## src/rtl/csrng_cmd_sched.sv

```systemverilog
`default_nettype none
// ============================================================================
// csrng_cmd_sched: round-robin scheduler for CSRNG app commands. It sequences
// CTR_DRBG request pulses and reports status, with a watchdog on each wait.
// Revision: 1.0
// ============================================================================
module csrng_cmd_sched #(
  parameter int  NumApps  = 3,
  parameter int  TimeoutW = 16,
  localparam int IdxW     = (NumApps > 1) ? $clog2(NumApps) : 1
) (
  input  logic                  clk_i,
  input  logic                  rst_i,
  input  logic                  enable_i,
  input  logic [NumApps-1:0]    app_en_i,
  input  logic [NumApps-1:0]    acmd_avail_i,
  output logic [NumApps-1:0]    acmd_accept_o,
  input  logic [3*NumApps-1:0]  acmd_i,
  input  logic [NumApps-1:0]    acmd_eop_i,
  input  logic [NumApps-1:0]    flag0_i,
  input  logic                  ctr_drbg_cmd_req_rdy_i,
  output logic                  cmd_entropy_req_o,
  input  logic                  cmd_entropy_avail_i,
  output logic                  instant_req_o,
  output logic                  reseed_req_o,
  output logic                  generate_req_o,
  output logic                  update_req_o,
  output logic                  uninstant_req_o,
  output logic                  clr_adata_packer_o,
  input  logic                  cmd_complete_i,
  input  logic [TimeoutW-1:0]   timeout_limit_i,
  input  logic                  local_escalate_i,
  output logic [IdxW-1:0]       grant_idx_o,
  output logic                  cmd_sts_valid_o,
  output logic                  cmd_sts_err_o,
  output logic [3:0]            main_sm_state_o,
  output logic                  main_sm_err_o,
  output logic                  timeout_err_o
);

  localparam logic [2:0] cmd_ins = 3'd1;
  localparam logic [2:0] cmd_res = 3'd2;
  localparam logic [2:0] cmd_gen = 3'd3;
  localparam logic [2:0] cmd_upd = 3'd4;
  localparam logic [2:0] cmd_uni = 3'd5;

  typedef enum logic [3:0] {
    st_idle      = 4'd0,
    st_parse     = 4'd1,
    st_prep      = 4'd2,
    st_req       = 4'd3,
    st_clr_adata = 4'd4,
    st_comp_wait = 4'd5,
    st_error     = 4'd6
  } state_e;

  state_e                state_q, state_d;
  logic [IdxW-1:0]       grant_q, grant_d;
  logic [IdxW-1:0]       rr_q, rr_d;
  logic [2:0]            kind_q, kind_d;
  logic [TimeoutW-1:0]   wdog_q, wdog_d;
  logic                  timeout_err_q;
  logic                  timeout_set;

  logic [NumApps-1:0]    eligible;
  logic [NumApps-1:0]    pick_onehot;
  logic [IdxW-1:0]       pick_idx, hi_idx, lo_idx;
  logic                  hi_found;
  logic [2:0]            sel_cmd;
  logic                  sel_eop, sel_flag0;
  logic                  wd_hit;
  logic [TimeoutW-1:0]   wd_next;

  logic [NumApps-1:0]    accept;
  logic                  entropy_req, ins_req, res_req, gen_req, upd_req, uni_req;
  logic                  clr_adata, sts_valid, sts_err, sm_err;

  assign eligible = acmd_avail_i & app_en_i;

  // Round robin: the lowest eligible index at or above rr_q wins, otherwise
  // the lowest eligible index overall (wrap-around).
  always_comb begin
    hi_found    = 1'b0;
    hi_idx      = '0;
    lo_idx      = '0;
    pick_onehot = '0;
    for (int i = NumApps - 1; i >= 0; i--) begin
      if (eligible[i]) begin
        lo_idx = IdxW'(i);
        if (IdxW'(i) >= rr_q) begin
          hi_idx   = IdxW'(i);
          hi_found = 1'b1;
        end
      end
    end
    pick_idx = hi_found ? hi_idx : lo_idx;
    for (int i = 0; i < NumApps; i++) begin
      pick_onehot[i] = (IdxW'(i) == pick_idx);
    end
  end

  always_comb begin
    sel_cmd   = '0;
    sel_eop   = 1'b0;
    sel_flag0 = 1'b0;
    for (int i = 0; i < NumApps; i++) begin
      if (IdxW'(i) == grant_q) begin
        sel_cmd   = acmd_i[3*i +: 3];
        sel_eop   = acmd_eop_i[i];
        sel_flag0 = flag0_i[i];
      end
    end
  end

  // A zero limit disables the watchdog and freezes the counter.
  assign wd_hit  = (timeout_limit_i != '0) && (wdog_q == timeout_limit_i - 1'b1);
  assign wd_next = (timeout_limit_i == '0) ? wdog_q : wdog_q + 1'b1;

  always_comb begin
    state_d     = state_q;
    grant_d     = grant_q;
    rr_d        = rr_q;
    kind_d      = kind_q;
    wdog_d      = '0;
    timeout_set = 1'b0;
    accept      = '0;
    entropy_req = 1'b0;
    ins_req     = 1'b0;
    res_req     = 1'b0;
    gen_req     = 1'b0;
    upd_req     = 1'b0;
    uni_req     = 1'b0;
    clr_adata   = 1'b0;
    sts_valid   = 1'b0;
    sts_err     = 1'b0;
    sm_err      = 1'b0;

    if (state_q == st_error) begin
      sm_err = 1'b1;
    end else if (state_q > st_comp_wait) begin
      sm_err  = 1'b1;
      state_d = st_error;
    end else if (local_escalate_i) begin
      state_d = st_error;
    end else if (!enable_i) begin
      state_d = st_idle;
    end else begin
      case (state_q)
        st_idle: begin
          if (ctr_drbg_cmd_req_rdy_i && (eligible != '0)) begin
            accept  = pick_onehot;
            grant_d = pick_idx;
            rr_d    = (pick_idx == IdxW'(NumApps - 1)) ? '0 : pick_idx + 1'b1;
            state_d = st_parse;
          end
        end
        st_parse: begin
          if (ctr_drbg_cmd_req_rdy_i && sel_eop) begin
            case (sel_cmd)
              cmd_ins, cmd_res, cmd_gen, cmd_upd, cmd_uni: begin
                kind_d  = sel_cmd;
                state_d = st_prep;
              end
              default: begin
                sts_valid = 1'b1;
                sts_err   = 1'b1;
                state_d   = st_idle;
              end
            endcase
          end
        end
        st_prep: begin
          if (((kind_q == cmd_ins) || (kind_q == cmd_res)) && !sel_flag0) begin
            entropy_req = 1'b1;
            if (cmd_entropy_avail_i) begin
              state_d = st_req;
            end else if (wd_hit) begin
              state_d     = st_error;
              timeout_set = 1'b1;
            end else begin
              wdog_d = wd_next;
            end
          end else begin
            state_d = st_req;
          end
        end
        st_req: begin
          ins_req = (kind_q == cmd_ins);
          res_req = (kind_q == cmd_res);
          gen_req = (kind_q == cmd_gen);
          upd_req = (kind_q == cmd_upd);
          uni_req = (kind_q == cmd_uni);
          state_d = st_clr_adata;
        end
        st_clr_adata: begin
          clr_adata = 1'b1;
          state_d   = st_comp_wait;
        end
        st_comp_wait: begin
          if (cmd_complete_i) begin
            sts_valid = 1'b1;
            state_d   = st_idle;
          end else if (wd_hit) begin
            state_d     = st_error;
            timeout_set = 1'b1;
          end else begin
            wdog_d = wd_next;
          end
        end
        default: begin
          sm_err  = 1'b1;
          state_d = st_error;
        end
      endcase
    end
  end

  always_ff @(posedge clk_i or posedge rst_i) begin
    if (rst_i) begin
      state_q       <= st_idle;
      grant_q       <= '0;
      rr_q          <= '0;
      kind_q        <= '0;
      wdog_q        <= '0;
      timeout_err_q <= 1'b0;
    end else begin
      state_q <= state_d;
      grant_q <= grant_d;
      rr_q    <= rr_d;
      kind_q  <= kind_d;
      wdog_q  <= wdog_d;
      if (timeout_set) begin
        timeout_err_q <= 1'b1;
      end
    end
  end

  assign acmd_accept_o      = accept;
  assign cmd_entropy_req_o  = entropy_req;
  assign instant_req_o      = ins_req;
  assign reseed_req_o       = res_req;
  assign generate_req_o     = gen_req;
  assign update_req_o       = upd_req;
  assign uninstant_req_o    = uni_req;
  assign clr_adata_packer_o = clr_adata;
  assign grant_idx_o        = grant_q;
  assign cmd_sts_valid_o    = sts_valid;
  assign cmd_sts_err_o      = sts_err;
  assign main_sm_state_o    = state_q;
  assign main_sm_err_o      = sm_err;
  assign timeout_err_o      = timeout_err_q;

endmodule
`default_nettype wire

```

## config.mk

```make
export PLATFORM = sky130hd
export DESIGN_NAME = csrng_cmd_sched
export DESIGN_NICKNAME = d
export VERILOG_FILES = /design/src/rtl/csrng_cmd_sched.sv
export SDC_FILE = /design/constraint.sdc
export NUM_CORES = 1
export LEC_CHECK = 0
export BUFFER_PORTS_ARGS = -buffer_cell sky130_fd_sc_hd__buf_2
export CAP_MARGIN = 25
export CORE_UTILIZATION = 45
export CTS_BUF_LIST = sky130_fd_sc_hd__clkbuf_8
export DETAILED_ROUTE_END_ITERATION = 7
export PLACE_DENSITY = 0.8
export SLEW_MARGIN = 20
export SYNTH_ARGS = -nofsm -noshare
export SYNTH_HDL_FRONTEND = slang
export SYNTH_SLANG_ARGS = --single-unit
```

## constraint.sdc

```tcl
create_clock -name clk_i -period 3.4 [get_ports clk_i]
set_input_delay 0.51 -clock clk_i [delete_from_list [all_inputs] [get_ports clk_i]]
set_output_delay 0.51 -clock clk_i [all_outputs]
set_load 0.05 [all_outputs]
```

## After elaboration in Yosys (flattened, before gate mapping)

Cells that the tools add are included.
Widths: inputs -> output; s select.

- Output and inout bits: 20
- Register bits: 28
- Word-level logic and storage cells: 174
- Bits of input ports: 44

- $lt $le $gt $ge: 4
- Bitwise gates (word level): 4
- Eq/ne operators: 24
- $add $sub $neg: 3
- Multiplexer cells: 116
- Reductions and logical operators: 17

Operators by type and width:

| operator | count |
|---|---|
| $mux 16 | 9 |
| $mux 1 | 73 |
| $mux 4 | 9 |
| $pmux 16 s2 | 1 |
| $mux 3 | 9 |
| $mux 2 | 12 |
| $pmux 4 s6 | 1 |
| $add 16x1->16 const B | 1 |
| $eq 16x16->1 | 1 |
| $logic_not 16->1 | 1 |
| $reduce_bool 16->1 | 1 |
| $sub 16x1->16 const B | 1 |
| $eq 3x2->1 const B | 4 |
| $eq 3x3->1 const B | 4 |
| $eq 4x3->1 const B | 3 |
| $ne 5x5->1 const B | 2 |
| $eq 4x2->1 const B | 2 |
| $reduce_and 7->1 | 1 |
| $eq 3x1->1 const B | 2 |
| $reduce_and 6->1 | 1 |
| $reduce_or 6->1 | 1 |
| $reduce_or 5->1 | 1 |
| $eq 1x2->1 const A | 2 |
| $eq 2x2->1 const A | 2 |
| other kinds (16) | 24 |

## Depth between registers and ports, before layout

- Word-level depth: 15
- Gate-level depth with buffers: 10
- Mapped depth without buffers: 8

## Worst setup path before layout

OpenSTA, ideal clock, no wires.

- Path type: reg-to-output
- From: reg grant_q[0], in the netlist grant_idx_o[0]
- To: out cmd_sts_valid_o
- Slack: 403 ps
- Cell stages (with the launch flop): 7
- Arrival time: 2487 ps
- Buffers on the path: 1
- Required time: 2890 ps
- Path through: dfrtp_1 clkbuf_1 mux2i_1 o2bb2ai_1 nor3_1 a21oi_1 o22ai_1

- Cells in the longest elaborated chain, start to end: 13

Ends and longest elaborated chain:

| what | RTL line | RTL |
|---|---|---|
| start, declared | 58 | `logic [IdxW-1:0] grant_q, grant_d;` |
| start signal, assigned | 228 | `grant_q <= grant_d;` |
| $logic_not 2->1 | 107 | `if (IdxW'(i) == grant_q) begin` |
| $mux 3 (3 in a row) | 107 |  |
| $eq 3x1->1, or another cell as far along | 159 | `case (sel_cmd)` |
| $reduce_or 5->1 | 159 |  |
| $mux 1 | 159 |  |
| $mux 1 (*) | 158 | `if (ctr_drbg_cmd_req_rdy_i && sel_eop) begin` |
| $pmux 1 s2 (*) | 148 | `case (state_q)` |
| $mux 1 (*) | 145 | `end else if (!enable_i) begin` |
| $mux 1 (*) | 143 | `end else if (local_escalate_i) begin` |
| $mux 1 (*) | 140 | `end else if (state_q > st_comp_wait) begin` |
| $mux 1 (*) | 138 | `if (state_q == st_error) begin` |
| end, declared | 34 | `output logic cmd_sts_valid_o,` |

Every way passes the cells marked *; elsewhere a longest branch is shown, timed or not.

## Final worst setup path

- From: in timeout_limit_i[0]
- To: reg state_q[1], in the netlist main_sm_state_o[1]

- Cells in the longest elaborated chain, start to end: 10

Ends and longest elaborated chain:

| what | RTL line | RTL |
|---|---|---|
| start, declared | 31 | `input logic [TimeoutW-1:0] timeout_limit_i,` |
| $sub 16x1->16 | 116 | `assign wd_hit = (timeout_limit_i != '0) && (wdog_q == timeout_limit_i - 1'b1);` |
| $eq 16x16->1 | 116 |  |
| $logic_and 1x1->1 (*) | 116 |  |
| $mux 4 (*) | - |  |
| $mux 4 (2 in a row) | - |  |
| $pmux 4 s6 (*) | - |  |
| $mux 4 (*) (3 in a row) | - |  |
| end signal, assigned | 220 | `state_q <= st_idle;` |
| end signal, assigned | 227 | `state_q <= state_d;` |
| end, declared | 57 | `state_e state_q, state_d;` |

Marked as above.
A chain may end at the register's enable or synchronous reset.

==> flow_summary.ini <==
[worst_setup_path]
arrival_ps = 3160
worstSetupStartpointType = primary input
slowest_stage = or4b_1
cpPeakStageDelay_ps = 590
path_max_fanout = 20
crit_required_ps = 3610
critPathBufInv = 3
critPathTopFamily = simple AND/OR/NAND/NOR gates
path_cells = buf_2, inv_1, ha_1, or4b_1, or3_1, a211o_1, a32o_1, nor4b_4, buf_4, o221a_1
critPathCaptureType = flop
crit_type = in2reg

[routing]
finalWirelength_mm = 5.68
drcViolationCount = 0
viasPerCell = 5.74
antenna_left = 0
num_vias = 2451
firstDrtPassIters = 4
drt_iter0_drc = 91
wl_per_cell_um = 13.3

[timing]
worst_pin_slew_ps = 654
timing.final.crit_period_ps = 2950
setup_tns_ps = 0
final_max_slew_viol_count = 0
fin_crit_sh_pct = 86.6
skew_ps = 4.42
max_freq_mhz = 339
setup_slack_ps = 454
rsz0062_at_grt = false
hold_viol = 0
setup_viol_count_final = 0
relSlewSlack_pct = 56.4

[layout]
drive_gt1_share_pct = 22.1
diodes = 0
area_growth_pct = 17.3
finalNetCount = 405

[synthesis]
ys_types = 50
ys_warn_count = 0
async_flop_share_pct = 100
yosysTopAreaCell = dfrtp_1
yosys-top-cells-area = dfrtp_1 (29%), xnor2_1 (8.0%), nor3_1 (6.6%), nor2_1 (5.0%), xor2_1 (3.6%)
synth_edf_count = 0
synth_area_mm2 = 0.00241
ys_ff_latch = 28
ys_top_cells_by_count = nor2_1 (32), nor3_1 (32), dfrtp_1 (28), xnor2_1 (22), nand2_1 (21)
postSynthCellCount = 300
synth_top_area_share_pct = 29.1
synth_ff_type = dfrtp_1
avgSynthCellArea_um2 = 8.04
syn-num-nets = 347
ys_seq_area_share_pct = 29.1

[clock_network]
cts_buffers = 3
cts_resized = 0
cts_hold_buf = 0
cts_tree = yes
htreeDepth = 1
clkLatencyLatePin_ps = 270
clk_pin_slew_ps = 90
cts_setup_buffers = 0
cts.sinks = 28
cts.path.max_buffers = 2
clockRootBuffer = clkbuf_8

[die]
row_count = 26
ios = 64
core_area_mm2 = 0.00514
fp.dieW_um = 75.2
die-area_mm2 = 0.00565
initial_core_util_pct = 46.9
fp.dieH_um = 75.2

[grt]
antenna_found_initial = 0
grt_pass1_vias = 2122
grt-ovfl-total = 0
grt_use_total_pct = 20.5
grt_max_degree = 29
grt_first_pass_wirelength_mm = 9.10

[placement]
pre_cts_slack_ps = 200
gp_congestion = 0.878
io_buffers = 63
hpwlAfterDp_mm = 4.46

[flow_run]
cap_violations = 0

[hold_path]
worstHoldPathType = in2async

[power_and_ir_drop]
p_per_area_mw_per_mm2 = 224
ir_drop_mv = 0.204
power_leakage_nw = 1.15

[status]
status = complete, no violations
cell families after synthesis:
family	Yosys count	synth area share (%)
AO/OA/AOI/OAI	61	18.4
XOR/XNOR	32	11.6
adder cells (fa/ha/maj)	3	1.56
buffers and inverters	23	4.00
flip-flops	28	29.1
multiplexers	8	3.48
other	1	0.156
AND/OR/NAND/NOR	144	31.7
power breakdown:
group | internal [mW] | switching, mW | total, mW
Clock | 0.103 | 0.0949 | 0.198
Sequential | 0.333 | 0.00153 | 0.335
Combinational | 0.0425 | 0.0568 | 0.0993
Total | 0.479 | 0.153 | 0.633
placed cells by master (no fill, tap or decap), types with 4 or more instances in the layout:
cell / instances
mux2i_1: 5
buf_2: 63
nor2b_1: 5
nand2b_1: 6
xnor2_1: 22
nand4_1: 7
clkbuf_8: 4
nand3_1: 8
nor3b_1: 5
nor2_1: 32
a21oi_1: 6
dfrtp_1: 28
nor3_1: 32
nor4_1: 6
xor2_1: 10
a211o_1: 7
or3_1: 6
inv_1: 10
nand2_1: 21
o21ai_0: 15
through the flow:
| step | cells | area (um2) | power [mW] | hold WS [ps] | utilization (%) |
|---|---|---|---|---|---|
| after detailed placement | 423 | 2770 | 0.440 | 467 | 54.0 |
| after CTS | 427 | 2830 | 0.638 | 499 | 55.0 |
| after floorplan | 300 | 2410 | 0.393 | 497 | - |
| after global routing | 427 | 2830 | 0.667 | 330 | 55.0 |
| after global placement | 423 | 2770 | 0.438 | 465 | 54.0 |
| final | 427 | 2830 | 0.633 | 289 | 55.0 |
state kept, by name, summed over array words and instances (netlist names):
register and count:
rr_q 2, grant_idx_o 2, main_sm_state_o 4, wdog_q 16, timeout_err_o 1, kind_q 3
per-layer routing:
layer	track usage, %	vias up	wire length [um]
met5	0	-	0
met4	3.70	0	62
met3	2.95	12	240
met2	35.4	91	2700
met1	27.7	1137	2680
li1	-	1211	-
path summary, 6_finish.rpt:
path	cells after the start	end	slack, ps	startpoint
worst max-delay path	10	main_sm_state_o[1]	450	timeout_limit_i[0]
worst min-delay path	2	grant_idx_o[1]	290	rst_i
worst max register to register	6	main_sm_state_o[1]	960	grant_idx_o[0]
worst min register to register	1	timeout_err_o	500	timeout_err_o
max in group asynchronous	2	wdog_q[9]	2740	rst_i
min in group clk_i	1	timeout_err_o	500	timeout_err_o
layout make-up:
class | count | area [um2]
Fill cell | 488 | 2310
Tap cell | 70 | 87.6
Inverter | 11 | 41.3
Multi-Input combinational cell | 249 | 1610
Clock buffer | 4 | 55.1
Timing Repair Buffer | 65 | 330
Sequential cell | 28 | 701
(Power assumes the default switching activity.)
